File: config.mk
export PLATFORM = sky130hd
export DESIGN_NAME = pipe_stall_ctrl
export DESIGN_NICKNAME = d
export VERILOG_FILES = /design/src/rtl/pipe_stall_ctrl_pkg.sv /design/src/rtl/pipe_stall_ctrl_div_hold_timer.sv /design/src/rtl/pipe_stall_ctrl.sv
export SDC_FILE = /design/constraint.sdc
export NUM_CORES = 1
export LEC_CHECK = 0
export CAP_MARGIN = 20
export CELL_PAD_IN_SITES_DETAIL_PLACEMENT = 1
export CELL_PAD_IN_SITES_GLOBAL_PLACEMENT = 2
export CORE_ASPECT_RATIO = 0.6
export CORE_MARGIN = 2
export CORE_UTILIZATION = 28
export CTS_CLUSTER_SIZE = 14
export DETAILED_ROUTE_END_ITERATION = 16
export PLACE_DENSITY_LB_ADDON = 0.1
export RECOVER_POWER = 50
export SETUP_SLACK_MARGIN = 0.5
export SYNTH_ARGS = -nofsm -noshare
export SYNTH_HDL_FRONTEND = slang
export SYNTH_SLANG_ARGS = --single-unit
export TNS_END_PERCENT = 1
File: constraint.sdc
create_clock -name cpu_clk_50M -period 3.5 [get_ports cpu_clk_50M]
set_input_delay 0.35 -clock cpu_clk_50M [delete_from_list [all_inputs] [get_ports cpu_clk_50M]]
set_output_delay 0.35 -clock cpu_clk_50M [all_outputs]
set_load 0.02 [all_outputs]
File: src/rtl/pipe_stall_ctrl_pkg.sv
// -----------------------------------------------------------------------------
// pipe_stall_ctrl_pkg
// Shared definitions for the pipeline stall/flush sequencer:
//   - sequencer state encoding
//   - stall bus width and the canonical stall patterns
//   - divider countdown width
//   - helper that resolves the low-priority (non-memory) stall sources
// -----------------------------------------------------------------------------
package pipe_stall_ctrl_pkg;

  // Sequencer states.
  typedef enum logic [1:0] {
    ST_IDLE      = 2'd0,
    ST_DMEM_WAIT = 2'd1,
    ST_FLUSH     = 2'd2
  } state_t;

  // Stall bus: [0] PC, [1] IF/ID, [2] ID/EX, [3] EX/MEM.
  localparam int STALL_BUS = 4;
  typedef logic [STALL_BUS-1:0] stall_t;

  // Each pattern freezes the requesting stage and everything upstream of it;
  // the first non-stalled register downstream takes a bubble.
  localparam stall_t STALL_NONE = 4'b0000;
  localparam stall_t STALL_MEM  = 4'b1111;
  localparam stall_t STALL_EX   = 4'b0111;
  localparam stall_t STALL_ID   = 4'b0011;
  localparam stall_t STALL_IF   = 4'b0001;

  // Divider countdown width; covers DIV_CYCLES up to 63.
  localparam int DIV_CNT_W = 6;

  // Resolve the stall sources that sit below the data-bus/exception term.
  // The deepest stage that asks for a hold wins.
  function automatic stall_t low_prio_stall(input logic div_busy,
                                            input logic id_req,
                                            input logic fetch_req);
    stall_t s;
    if (div_busy)       s = STALL_EX;
    else if (id_req)    s = STALL_ID;
    else if (fetch_req) s = STALL_IF;
    else                s = STALL_NONE;
    return s;
  endfunction

endpackage

File: src/rtl/pipe_stall_ctrl_div_hold_timer.sv
// -----------------------------------------------------------------------------
// div_hold_timer
// Countdown that keeps the EX stage frozen while the multi-cycle divider runs.
//   clk      : clock, rising edge
//   rst      : asynchronous active-high reset
//   i_start  : divide issued this cycle (pulse); ignored while already busy
//   i_clear  : abandon the running divide (pipeline flush)
//   o_busy   : countdown active
// A start at cycle t makes o_busy high for cycles t+1 .. t+DIV_CYCLES.
// -----------------------------------------------------------------------------
module div_hold_timer
  import pipe_stall_ctrl_pkg::*;
#(
  parameter int DIV_CYCLES = 32  // legal range 1..63
) (
  input  logic clk,
  input  logic rst,
  input  logic i_start,
  input  logic i_clear,
  output logic o_busy
);

  localparam logic [DIV_CNT_W-1:0] LOAD_VAL = DIV_CYCLES[DIV_CNT_W-1:0];

  logic [DIV_CNT_W-1:0] r_cnt;

  // NOTE: sequential state uses non-blocking assignments and the reset sits in
  // the sensitivity list, so reset takes effect without waiting for a clock.
  always_ff @(posedge clk or posedge rst) begin
    if (rst) begin
      r_cnt <= '0;
    end else if (i_clear) begin
      r_cnt <= '0;
    end else if (r_cnt != '0) begin
      // Counts through stalls as well; a new start while busy is dropped.
      r_cnt <= r_cnt - 1'b1;
    end else if (i_start) begin
      r_cnt <= LOAD_VAL;
    end
  end

  assign o_busy = (r_cnt != '0);

endmodule

File: src/rtl/pipe_stall_ctrl.sv
// -----------------------------------------------------------------------------
// pipe_stall_ctrl
// Central stall/flush sequencer for the five-stage pipeline.
//
// Inputs
//   cpu_clk_50M    : clock, rising edge
//   cpu_rst        : asynchronous active-high reset
//   if_stall_req   : instruction fetch not ready
//   id_stall_req   : load-use hazard in ID
//   div_start      : EX issues a divide (pulse)
//   mem_data_req   : instruction in MEM needs the data bus
//   mem_data_ok    : data-bus response (pulse)
//   exc_req        : exception / eret detected in MEM
//   exc_pc         : handler or EPC target, valid with exc_req
// Outputs
//   stall          : hold for [0] PC, [1] IF/ID, [2] ID/EX, [3] EX/MEM
//   mem_stop_wb    : MEM/WB bubble
//   flush          : clears every pipeline register (one cycle)
//   redirect_valid : PC load strobe
//   redirect_pc    : new PC (0 outside the flush cycle)
//   div_busy       : divide countdown active
//
// Stall responses are combinational. An exception seen while a data access is
// outstanding is parked (first one wins) and flushed in the cycle after the
// access completes.
// -----------------------------------------------------------------------------
module pipe_stall_ctrl
  import pipe_stall_ctrl_pkg::*;
#(
  parameter int DIV_CYCLES = 32,  // legal range 1..63
  parameter int PC_W       = 32
) (
  input  logic            cpu_clk_50M,
  input  logic            cpu_rst,
  input  logic            if_stall_req,
  input  logic            id_stall_req,
  input  logic            div_start,
  input  logic            mem_data_req,
  input  logic            mem_data_ok,
  input  logic            exc_req,
  input  logic [PC_W-1:0] exc_pc,
  output stall_t          stall,
  output logic            mem_stop_wb,
  output logic            flush,
  output logic            redirect_valid,
  output logic [PC_W-1:0] redirect_pc,
  output logic            div_busy
);

  state_t          r_state;
  state_t          w_state_nxt;
  logic            r_exc_pend;
  logic            w_exc_pend_nxt;
  logic [PC_W-1:0] r_exc_pc_q;
  logic [PC_W-1:0] w_exc_pc_nxt;
  logic            w_div_busy;
  logic            w_div_clear;

  // ---------------------------------------------------------------------------
  // Divider hold timer; a flush abandons any divide in flight.
  // ---------------------------------------------------------------------------
  assign w_div_clear = (r_state == ST_FLUSH);

  div_hold_timer #(
    .DIV_CYCLES (DIV_CYCLES)
  ) u_div_hold_timer (
    .clk     (cpu_clk_50M),
    .rst     (cpu_rst),
    .i_start (div_start),
    .i_clear (w_div_clear),
    .o_busy  (w_div_busy)
  );

  assign div_busy = w_div_busy;

  // ---------------------------------------------------------------------------
  // State register (with pending-exception bookkeeping).
  // ---------------------------------------------------------------------------
  always_ff @(posedge cpu_clk_50M or posedge cpu_rst) begin
    if (cpu_rst) begin
      r_state    <= ST_IDLE;
      r_exc_pend <= 1'b0;
      r_exc_pc_q <= '0;
    end else begin
      r_state    <= w_state_nxt;
      r_exc_pend <= w_exc_pend_nxt;
      r_exc_pc_q <= w_exc_pc_nxt;
    end
  end

  // ---------------------------------------------------------------------------
  // Next-state logic.
  // ---------------------------------------------------------------------------
  always_comb begin
    // NOTE: every signal driven here gets a default first, so no path through
    // the case can leave it unassigned and infer a latch.
    w_state_nxt    = r_state;
    w_exc_pend_nxt = r_exc_pend;
    w_exc_pc_nxt   = r_exc_pc_q;

    case (r_state)
      ST_IDLE: begin
        if (exc_req) begin
          w_exc_pc_nxt = exc_pc;
          if (!mem_data_req || mem_data_ok) begin
            w_state_nxt = ST_FLUSH;
          end else begin
            // Access still in flight: park the exception until it returns.
            w_state_nxt    = ST_DMEM_WAIT;
            w_exc_pend_nxt = 1'b1;
          end
        end else if (mem_data_req && !mem_data_ok) begin
          w_state_nxt = ST_DMEM_WAIT;
        end
      end

      ST_DMEM_WAIT: begin
        // Only the first exception is kept; later ones are dropped.
        if (exc_req && !r_exc_pend) begin
          w_exc_pend_nxt = 1'b1;
          w_exc_pc_nxt   = exc_pc;
        end
        // An exception arriving together with the response is honoured too,
        // otherwise it would be stranded in IDLE with no path to a flush.
        if (mem_data_ok) begin
          w_state_nxt = (r_exc_pend || exc_req) ? ST_FLUSH : ST_IDLE;
        end
      end

      ST_FLUSH: begin
        w_exc_pend_nxt = 1'b0;
        w_state_nxt    = ST_IDLE;
      end

      default: begin
        w_state_nxt    = ST_IDLE;
        w_exc_pend_nxt = 1'b0;
      end
    endcase
  end

  // ---------------------------------------------------------------------------
  // Output logic. Everything is forced quiet while reset is held so stage
  // owners never see a stall or flush from a half-reset controller.
  // ---------------------------------------------------------------------------
  always_comb begin
    stall          = STALL_NONE;
    mem_stop_wb    = 1'b0;
    flush          = 1'b0;
    redirect_valid = 1'b0;
    redirect_pc    = '0;

    if (!cpu_rst) begin
      case (r_state)
        ST_IDLE: begin
          if (exc_req || (mem_data_req && !mem_data_ok)) begin
            stall       = STALL_MEM;
            mem_stop_wb = 1'b1;
          end else begin
            stall = low_prio_stall(w_div_busy, id_stall_req, if_stall_req);
          end
        end

        ST_DMEM_WAIT: begin
          // mem_data_req is not looked at: the access is already outstanding.
          if (exc_req || !mem_data_ok) begin
            stall       = STALL_MEM;
            mem_stop_wb = 1'b1;
          end else begin
            stall = low_prio_stall(w_div_busy, id_stall_req, if_stall_req);
          end
        end

        ST_FLUSH: begin
          flush          = 1'b1;
          redirect_valid = 1'b1;
          redirect_pc    = r_exc_pc_q;
        end

        default: begin
          stall = STALL_NONE;
        end
      endcase
    end
  end

endmodule

* Word level (Yosys, flattened, before mapping)
Index checks and enable logic that the tools add are counted.
Cells by class: $add $sub $neg 1, equality and inequality tests 7, mux-type cells 31, reduce and logical (&&, ||, !) cells 16
Operators by type and width (count):
- 32-bit two-way mux | 4
- 32-bit one-hot mux with 2 select lines | 1
- 4-bit two-way mux | 5
- 6-bit two-way mux | 3
- 2-bit two-way mux | 5
- 1-bit two-way mux | 9
- 2-bit inequality test, second input constant | 4
- 4-bit one-hot mux with 2 select lines | 1
- 3-bit AND reduction | 2
- 6-bit nonzero test | 1
- 6-bit by 1-bit subtractor with 6-bit output, second input constant | 1
- 1-bit logical OR | 4
- 1-bit one-hot mux with 2 select lines | 2
- 2-bit one-hot mux with 2 select lines | 1
- 1-bit zero test | 3
- 3-bit inequality test, second input constant | 1
- 3-bit nonzero test | 1
- 2-bit by 1-bit equality test with 1-bit output, second input constant | 1
- 2-bit equality test, second input constant | 1
- 1-bit logical AND | 2
- 2-bit zero test | 1
- 2-bit AND reduction | 1
- 2-bit nonzero test | 1
Storage, ports and cells: register bits 41, input port bits 40, output and inout bits 40, logic and storage cells 59

* Longest topological paths before layout
Gate-level depths: netlist of the first run.
word-level depth 6, gate-level depth with buffers 6, depth with buffers taken out 6

* By module
From an unflattened synthesis of the first run, not the netlist that was laid out.
Second synthesis, totals: cells, all modules 168, area, all modules 2095.8 um2
Modules (own cells, without submodules):
- pipe_stall_ctrl | times used 1, cells each 134, area each 1760.4 um2, seq. area each 875.8 um2
- div_hold_timer | times used 1, cells each 34, area each 335.3 um2, seq. area each 150.1 um2

* Worst setup path before layout of the first run
OpenSTA, ideal clock, no wires.
path type in2out, from input port cpu_rst, to output port redirect_valid, data arrival time 2.403 ns, data required time 3.150 ns, slack 0.747 ns, cell stages on the path 4, path buffers 2, path through inv_1 clkbuf_1 and2_1 buf_4
Between the ends: cells in the longest elaborated chain, start to end 1
RTL lines:
- from (decl) | line pipe_stall_ctrl.sv:34 | input logic cpu_rst,
- 1-bit two-way mux
- to (decl) | line pipe_stall_ctrl.sv:45 | output logic redirect_valid,
Every way passes these cells.

* Worst setup path in the final report of the first run
from register r_state[1], to output port redirect_pc[18]
Between the ends: cells in the longest elaborated chain, start to end 3
RTL lines:
- from (decl) | line pipe_stall_ctrl.sv:50 | state_t r_state;
- from (signal assigned) | line pipe_stall_ctrl.sv:85 | r_state <= w_state_nxt;
- 2-bit equality test | line pipe_stall_ctrl.sv:154 | case (r_state)
- 32-bit two-way mux | line pipe_stall_ctrl.sv:154
- 32-bit two-way mux | line pipe_stall_ctrl.sv:153 | if (!cpu_rst) begin
- to (decl) | line pipe_stall_ctrl.sv:46 | output logic [PC_W-1:0] redirect_pc,
Every way passes these cells.

==> impl_metrics.env, run 1 <==
export IMPL_status="completed"
export IMPL_crit_required_ps=3150
export IMPL_reg2reg_to="r_exc_pc_q[6]$_DFFE_PP0P_"
export IMPL_grtUsageTotal_pct=14.0
export IMPL_worstHoldPathType="reg -> reg"
export IMPL_r2r_slack_ps=1420
export IMPL_ant_nets=0
export IMPL_design_area_sq_um=2970
export IMPL_rows=23
export IMPL_floorplan_die_area_sq_um=7710
export IMPL_tns_ps=0
export IMPL_cts_sinks=41
export IMPL_path_class="reg -> out"
export IMPL_routed_via_density=4.62
export IMPL_clkTransAtPathRegs_ps=60
export IMPL_synth_edf_count=0
export IMPL_area_growth_pct=51.6
export IMPL_dpl_instance_area_sq_um=2850
export IMPL_path_max_fanout=16
export IMPL_slew_headroom_pct=22.5
export IMPL_r2r_cells=3
export IMPL_setup_viol=0
export IMPL_fillers=746
export IMPL_wl_met1_microns=2680
export IMPL_route_detailed_drc=0
export IMPL_end_kind="output port"
export IMPL_vdd_ir_drop_max_v=0.000207
export IMPL_ys_top_cells_by_area="dfrtp_1 (52%), mux2_2 (18%), and3_1 (10%), nor3_1 (2.3%), clkbuf_1 (1.5%)"
export IMPL_postCtsHoldBufs=0
export IMPL_post_route_period_util_pct=83.5
export IMPL_synth_fp_nets=211
export IMPL_synth_cell_area_sq_um=1960
export IMPL_finalMaxSlewViolations=0
export IMPL_netlist_area_leader_share_pct=52.3
export IMPL_dr_total_vias=1540
export IMPL_worst_slew_pin_slew_ps=1160
export IMPL_post_cts_setup_buffers=0
export IMPL_cts_root_buf="clkbuf_16"
export IMPL_worstSkewPairLatency_ps=280
export IMPL_gp_congestion=0.750
export IMPL_wl_per_cell_microns=15.5
export IMPL_first_iter_violations=33
export IMPL_period_needed_ps=2920
export IMPL_numPortBuffers=79
export IMPL_gr_total_overflow=0
export IMPL_rr_startpoint="r_state[1]$_DFFE_PP0P_"
export IMPL_cts_buffers_inserted=5
export IMPL_drive_gt1_share_pct=17.5
export IMPL_fp_dieW_microns=112
export IMPL_seq_area_sq_um=1030
export IMPL_holdPathStages=1
export IMPL_htree_levels=2
export IMPL_grt_pass1_vias=1596
export IMPL_ys_types=29
export IMPL_p_leak_nw=1.31
export IMPL_grt_max_degree=75
export IMPL_routed_wl_microns=5170
export IMPL_clockBufferDepth=2
export IMPL_initial_core_util_pct=29.1
export IMPL_synth_seq_cells=41
export IMPL_cts_resized=0
export IMPL_coreArea_sq_um=6730
export IMPL_rsz0062_at_grt="false"
export IMPL_async_flop_share_pct=100
export IMPL_crit_end="redirect_pc[18]"
export IMPL_die_h_microns=68.8
export IMPL_syn_avg_cell_area_sq_um=11.6
export IMPL_arrival_ps=2570
export IMPL_start_kind="flop"
export IMPL_wl_met2_microns=2060
export IMPL_grt_first_pass_wirelength_microns=8290
export IMPL_dpl_hpwl_microns=3620
export IMPL_synth_ff_type="dfrtp_1"
export IMPL_diodes=0
export IMPL_ys_seq_area_share_pct=52.3
export IMPL_topRoutingLayerUsed="met4"
export IMPL_p_per_area_nw_per_um2=545
export IMPL_clock_skew_ps=4.97
export IMPL_io_pins=80
export IMPL_antenna_found_initial=0
export IMPL_wl_met3_microns=393
export IMPL_first_pass_iters=4
export IMPL_yosysTopAreaCell="dfrtp_1"
export IMPL_multiInputGateArea_sq_um=853
export IMPL_cts_tree="yes"
export IMPL_hold_violations=0
export IMPL_finalPower_w=0.00162
export IMPL_fmax_ghz=0.342
export IMPL_startpoint="r_state[1]$_DFFE_PP0P_"
export IMPL_synth_warnings=0
export IMPL_final_nets=289
export IMPL_maxCapViolations=0
export IMPL_synthCells=169
-- logic make-up after synthesis --
| kind of cell | synth area share [%] |
|---|---|
| compound gates | 4.46 |
| xor+xnor | 1.34 |
| fa+ha+maj | 1.28 |
| buf+inv | 4.21 |
| flops | 52.3 |
| mux | 18.4 |
| simple gates | 18.0 |
-- stage by stage --
| step | setup slack (ps) | utilization [%] | cells | hold slack [ps] |
|---|---|---|---|---|
| 4_1_cts | 790 | 44.3 | 333 | 500 |
| 3_5_place_dp | 935 | 42.4 | 327 | 486 |
| 2_1_floorplan | 747 | - | 169 | 421 |
| 6_report | 579 | 44.2 | 333 | 494 |
| 5_1_grt | 367 | 44.2 | 333 | 510 |
| 3_3_place_gp | 1000 | 42.4 | 327 | 479 |
-- layout by cell type, fill, tap and decap left out, types with 5 or more instances in the layout --
master	synthesis	routed
mux2_2	32	32
dfrtp_1	41	41
inv_1	6	6
nor2_1	7	7
nor3_1	9	9
and3_1	32	32
clkbuf_16	0	5
clkdlybuf4s50_1	0	76
-- final cells by class --
class                      instances  area share [%]
clock buffer                       5            4.21
sequential                        41            34.5
inverter                           6           0.757
multi-input combinational        109            28.7
tap                               87            3.66
clock inverter                     1           0.168
timing repair buffer              84            28.0
-- registers in the layout (all words and copies together), names as in the netlist --
name and cells:
u_div_hold_timer.r_cnt 6, r_state 2, r_exc_pc_q 32, r_exc_pend 1
-- routing by layer --
metal / track usage [%] / vias up
met5: 0 / -
met4: 3.66 / 0
met3: 5.16 / 4
met2: 19.7 / 42
met1: 20.2 / 742
li1: - / 752
-- critical path: stages (launching register included) --
cell             delay [ps]
dfrtp_1                 490
nor2b_1                 660
buf_4                   340
and3_1                  180
clkdlybuf4s50_1         620
-- synthesized netlist by cell type (3+ instances only) --
master    instances
dfrtp_1          41
and3_1           32
mux2_2           32
nor3_1            9
clkbuf_1          8
nor2_1            7
inv_1             6
buf_2             3
nor2b_1           3
xnor2_1           3
-- where the power goes --
part	total [W]	switching [W]	internal [W]
logic	0.000526	0.000241	0.000285
clock network	0.000424	0.000170	0.000255
registers	0.000671	0.0000772	0.000593
-- how the worst min path moves through the flow --
stage | startpoint | slack [ps] | endpoint
2_1_floorplan | mem_data_ok | 420 | r_state[0]$_DFFE_PP0P_
3_3_place_gp | r_exc_pc_q[23]$_DFFE_PP0P_ | 480 | r_exc_pc_q[23]$_DFFE_PP0P_
3_5_place_dp | r_exc_pc_q[10]$_DFFE_PP0P_ | 490 | r_exc_pc_q[10]$_DFFE_PP0P_
4_1_cts | r_exc_pc_q[10]$_DFFE_PP0P_ | 500 | r_exc_pc_q[10]$_DFFE_PP0P_
5_1_grt | r_exc_pc_q[6]$_DFFE_PP0P_ | 510 | r_exc_pc_q[6]$_DFFE_PP0P_
6_report | r_exc_pc_q[10]$_DFFE_PP0P_ | 490 | r_exc_pc_q[10]$_DFFE_PP0P_
Note: power is estimated with default switching activity, not from simulation.
==> run 2: changes to the inputs <==
--- a/config.mk
+++ b/config.mk
@@ -10,7 +10,7 @@
 export CELL_PAD_IN_SITES_GLOBAL_PLACEMENT = 2
 export CORE_ASPECT_RATIO = 0.6
 export CORE_MARGIN = 2
-export CORE_UTILIZATION = 28
+export CORE_UTILIZATION = 26
 export CTS_CLUSTER_SIZE = 14
 export DETAILED_ROUTE_END_ITERATION = 16
 export PLACE_DENSITY_LB_ADDON = 0.1
==> constraint.sdc (replaced) <==
create_clock -name cpu_clk_50M -period 2.7 [get_ports cpu_clk_50M]
set_input_delay 0.27 -clock cpu_clk_50M [delete_from_list [all_inputs] [get_ports cpu_clk_50M]]
set_output_delay 0.27 -clock cpu_clk_50M [all_outputs]
set_load 0.02 [all_outputs]
==> run 2 against run 1 <==
Non-clock buffer count stayed put. Utilization is 2.5 points lower. Sequential power is 30% higher. Final cell count is 5.7% higher. Critical endpoint is now redirect_pc[9]. Total power is 34% higher. Register-to-register slack worse by 530 ps. Flip-flop and latch count stayed put.
==> impl_metrics.env, run 2 (same netlist as run 1, synthesis figures left out) <==
export IMPL_largest_register_ffs=32
export IMPL_floorplan_die_area_sq_um=8280
export IMPL_fp_dieW_microns=116
export IMPL_setup_viol=0
export IMPL_routed_via_density=4.43
export IMPL_post_route_period_util_pct=88.2
export IMPL_postCtsHoldBufs=0
export IMPL_vdd_ir_drop_max_v=0.000279
export IMPL_switching_share_pct=30.8
export IMPL_grt_first_pass_wirelength_microns=8370
export IMPL_maxCapViolations=0
export IMPL_dr_total_vias=1561
export IMPL_grt_max_degree=54
export IMPL_hold_violations=0
export IMPL_slew_headroom_pct=44.0
export IMPL_p_int_w=0.00150
export IMPL_cts_root_buf="clkbuf_16"
export IMPL_post_cts_setup_buffers=0
export IMPL_ant_nets=0
export IMPL_clock_skew_ps=4.76
export IMPL_clkTransAtPathRegs_ps=60
export IMPL_p_seq_share_pct=40.0
export IMPL_wl_per_cell_microns=14.8
export IMPL_io_pins=80
export IMPL_coreArea_sq_um=7300
export IMPL_p_leak_nw=1.35
export IMPL_grtUsageTotal_pct=13.4
export IMPL_diodes=0
export IMPL_initial_core_util_pct=26.9
export IMPL_dpl_hpwl_microns=3720
export IMPL_pwr_share_comb_pct=31.9
export IMPL_fillers=808
export IMPL_routed_wl_microns=5200
export IMPL_status="completed"
export IMPL_layout_commonest_cell="clkdlybuf4s50_1"
export IMPL_numPortBuffers=79
export IMPL_path_class="in -> out"
export IMPL_gp_congestion=0.711
export IMPL_fin_cells=352
export IMPL_route_detailed_drc=0
export IMPL_holdPathStages=1
export IMPL_area_growth_pct=55.0
export IMPL_crit_required_ps=2430
export IMPL_cts_tree="yes"
export IMPL_drive_gt1_share_pct=20.2
export IMPL_clockBufferDepth=2
export IMPL_gr_total_overflow=0
export IMPL_arrival_ps=2110
export IMPL_p_per_area_nw_per_um2=715
export IMPL_first_iter_violations=100
export IMPL_place_inst=344
export IMPL_hold_slack_ps=496
export IMPL_tns_ps=0
export IMPL_worst_slew_pin_slew_ps=840
export IMPL_die_h_microns=71.3
export IMPL_first_pass_iters=4
export IMPL_finalMaxSlewViolations=0
export IMPL_r2r_cells=4
export IMPL_p_sw_w=0.000671
export IMPL_final_nets=289
export IMPL_start_kind="input port"
export IMPL_multiInputGateArea_sq_um=871
export IMPL_antenna_found_initial=0
export IMPL_cts_sinks=41
export IMPL_worstSkewPairLatency_ps=280
export IMPL_rows=24
export IMPL_fmax_ghz=0.420
export IMPL_reg_top3="r_exc_pc_q (32), u_div_hold_timer.r_cnt (6), r_state (2)"
export IMPL_p_clk_share_pct=28.2
export IMPL_cts_buffers_inserted=5
export IMPL_final_cell_mix="clkdlybuf4s50_1 (73), dfrtp_1 (40), mux2_2 (32), and3_1 (32), nor3_1 (9)"
export IMPL_grt_pass1_vias=1620
export IMPL_end_kind="output port"
export IMPL_top_register="r_exc_pc_q"
export IMPL_rsz0062_at_grt="true"
export IMPL_period_needed_ps=2380
export IMPL_htree_levels=2
export IMPL_path_max_fanout=53
export IMPL_seq_area_sq_um=1030
export IMPL_worstHoldPathType="reg -> reg"
[run 2: changes by cell type in the layout (fill, tap and decap cells not counted), sizes merged]
cell	delta
clkdlybuf4s50	-3
dlygate4sd2	+3
dlymetal6s2s	+1
dlygate4sd3	-1
clkinv	+1
buf	+1
[run 2: critical path, stage by stage]
cell and delay [ps]:
dlygate4sd3_1 600, inv_1 150, buf_12 250, and3_1 190, clkdlybuf4s50_1 630
[run 2: worst paths after layout]
check	startpoint	to	slack [ps]
hold / removal	r_exc_pc_q[21]$_DFFE_PP0P_	r_exc_pc_q[21]$_DFFE_PP0P_	500
setup / recovery	cpu_rst	redirect_pc[9]	320
hold reg to reg	r_exc_pc_q[21]$_DFFE_PP0P_	r_exc_pc_q[21]$_DFFE_PP0P_	500
min in group asynchronous	cpu_rst	r_state[1]$_DFFE_PP0P_	620
max in group asynchronous	cpu_rst	r_exc_pc_q[18]$_DFFE_PP0P_	1870
setup reg to reg	r_state[0]$_DFFE_PP0P_	r_exc_pc_q[11]$_DFFE_PP0P_	890
[run 2: area by class of cell]
class	instances	share of cell area, %
Tap cell	104	4.28
Multi-Input combinational cell	109	28.6
Inverter	6	0.741
Sequential cell	41	33.8
Clock inverter	2	0.453
Clock buffer	6	4.57
Timing Repair Buffer	84	27.5
[run 2: power by group through the flow]
stage	Combinational [W]	Sequential [W]	Clock, W
after floorplan	0.000462	0.000844	0
after global placement	0.000690	0.000872	0
after detailed placement	0.000697	0.000877	0
after CTS	0.000710	0.000867	0.000641
after global routing	0.000764	0.000891	0.000664
final	0.000693	0.000869	0.000612
[run 2: metrics by stage]
stage | worst slack (ps) | utilization [%] | cell area [sq um] | total power, W
2_1_floorplan | 823 | - | 1960 | 0.00131
3_3_place_gp | 365 | 39.4 | 2880 | 0.00156
3_5_place_dp | 284 | 39.4 | 2880 | 0.00157
4_1_cts | 346 | 41.7 | 3040 | 0.00222
5_1_grt | 169 | 41.7 | 3040 | 0.00232
6_report | 319 | 41.7 | 3040 | 0.00217
[run 2: layer usage]
layer	up-vias	global-route usage [%]	routed length, microns
met1	759	19.6	2620
met5	-	0	0
met3	5	6.26	450
li1	751	-	-
met2	46	17.9	2090
met4	0	2.78	42
[run 2: repair_timing]
item                                    4_1_cts  5_1_grt
endpoints found under the hold margin         0        0
endpoints found under the setup margin       38       40
gates resized for setup                       6        3
cloned                                        0        0
==> run 3: changes to the inputs <==
--- a/config.mk
+++ b/config.mk
@@ -16,6 +16,7 @@
 export PLACE_DENSITY_LB_ADDON = 0.1
 export RECOVER_POWER = 50
 export SETUP_SLACK_MARGIN = 0.5
+export SLEW_MARGIN = 10
 export SYNTH_ARGS = -nofsm -noshare
 export SYNTH_HDL_FRONTEND = slang
 export SYNTH_SLANG_ARGS = --single-unit
==> results of run 3 <==
No change in the layout: final DEF, timing and power equal those of run 2.
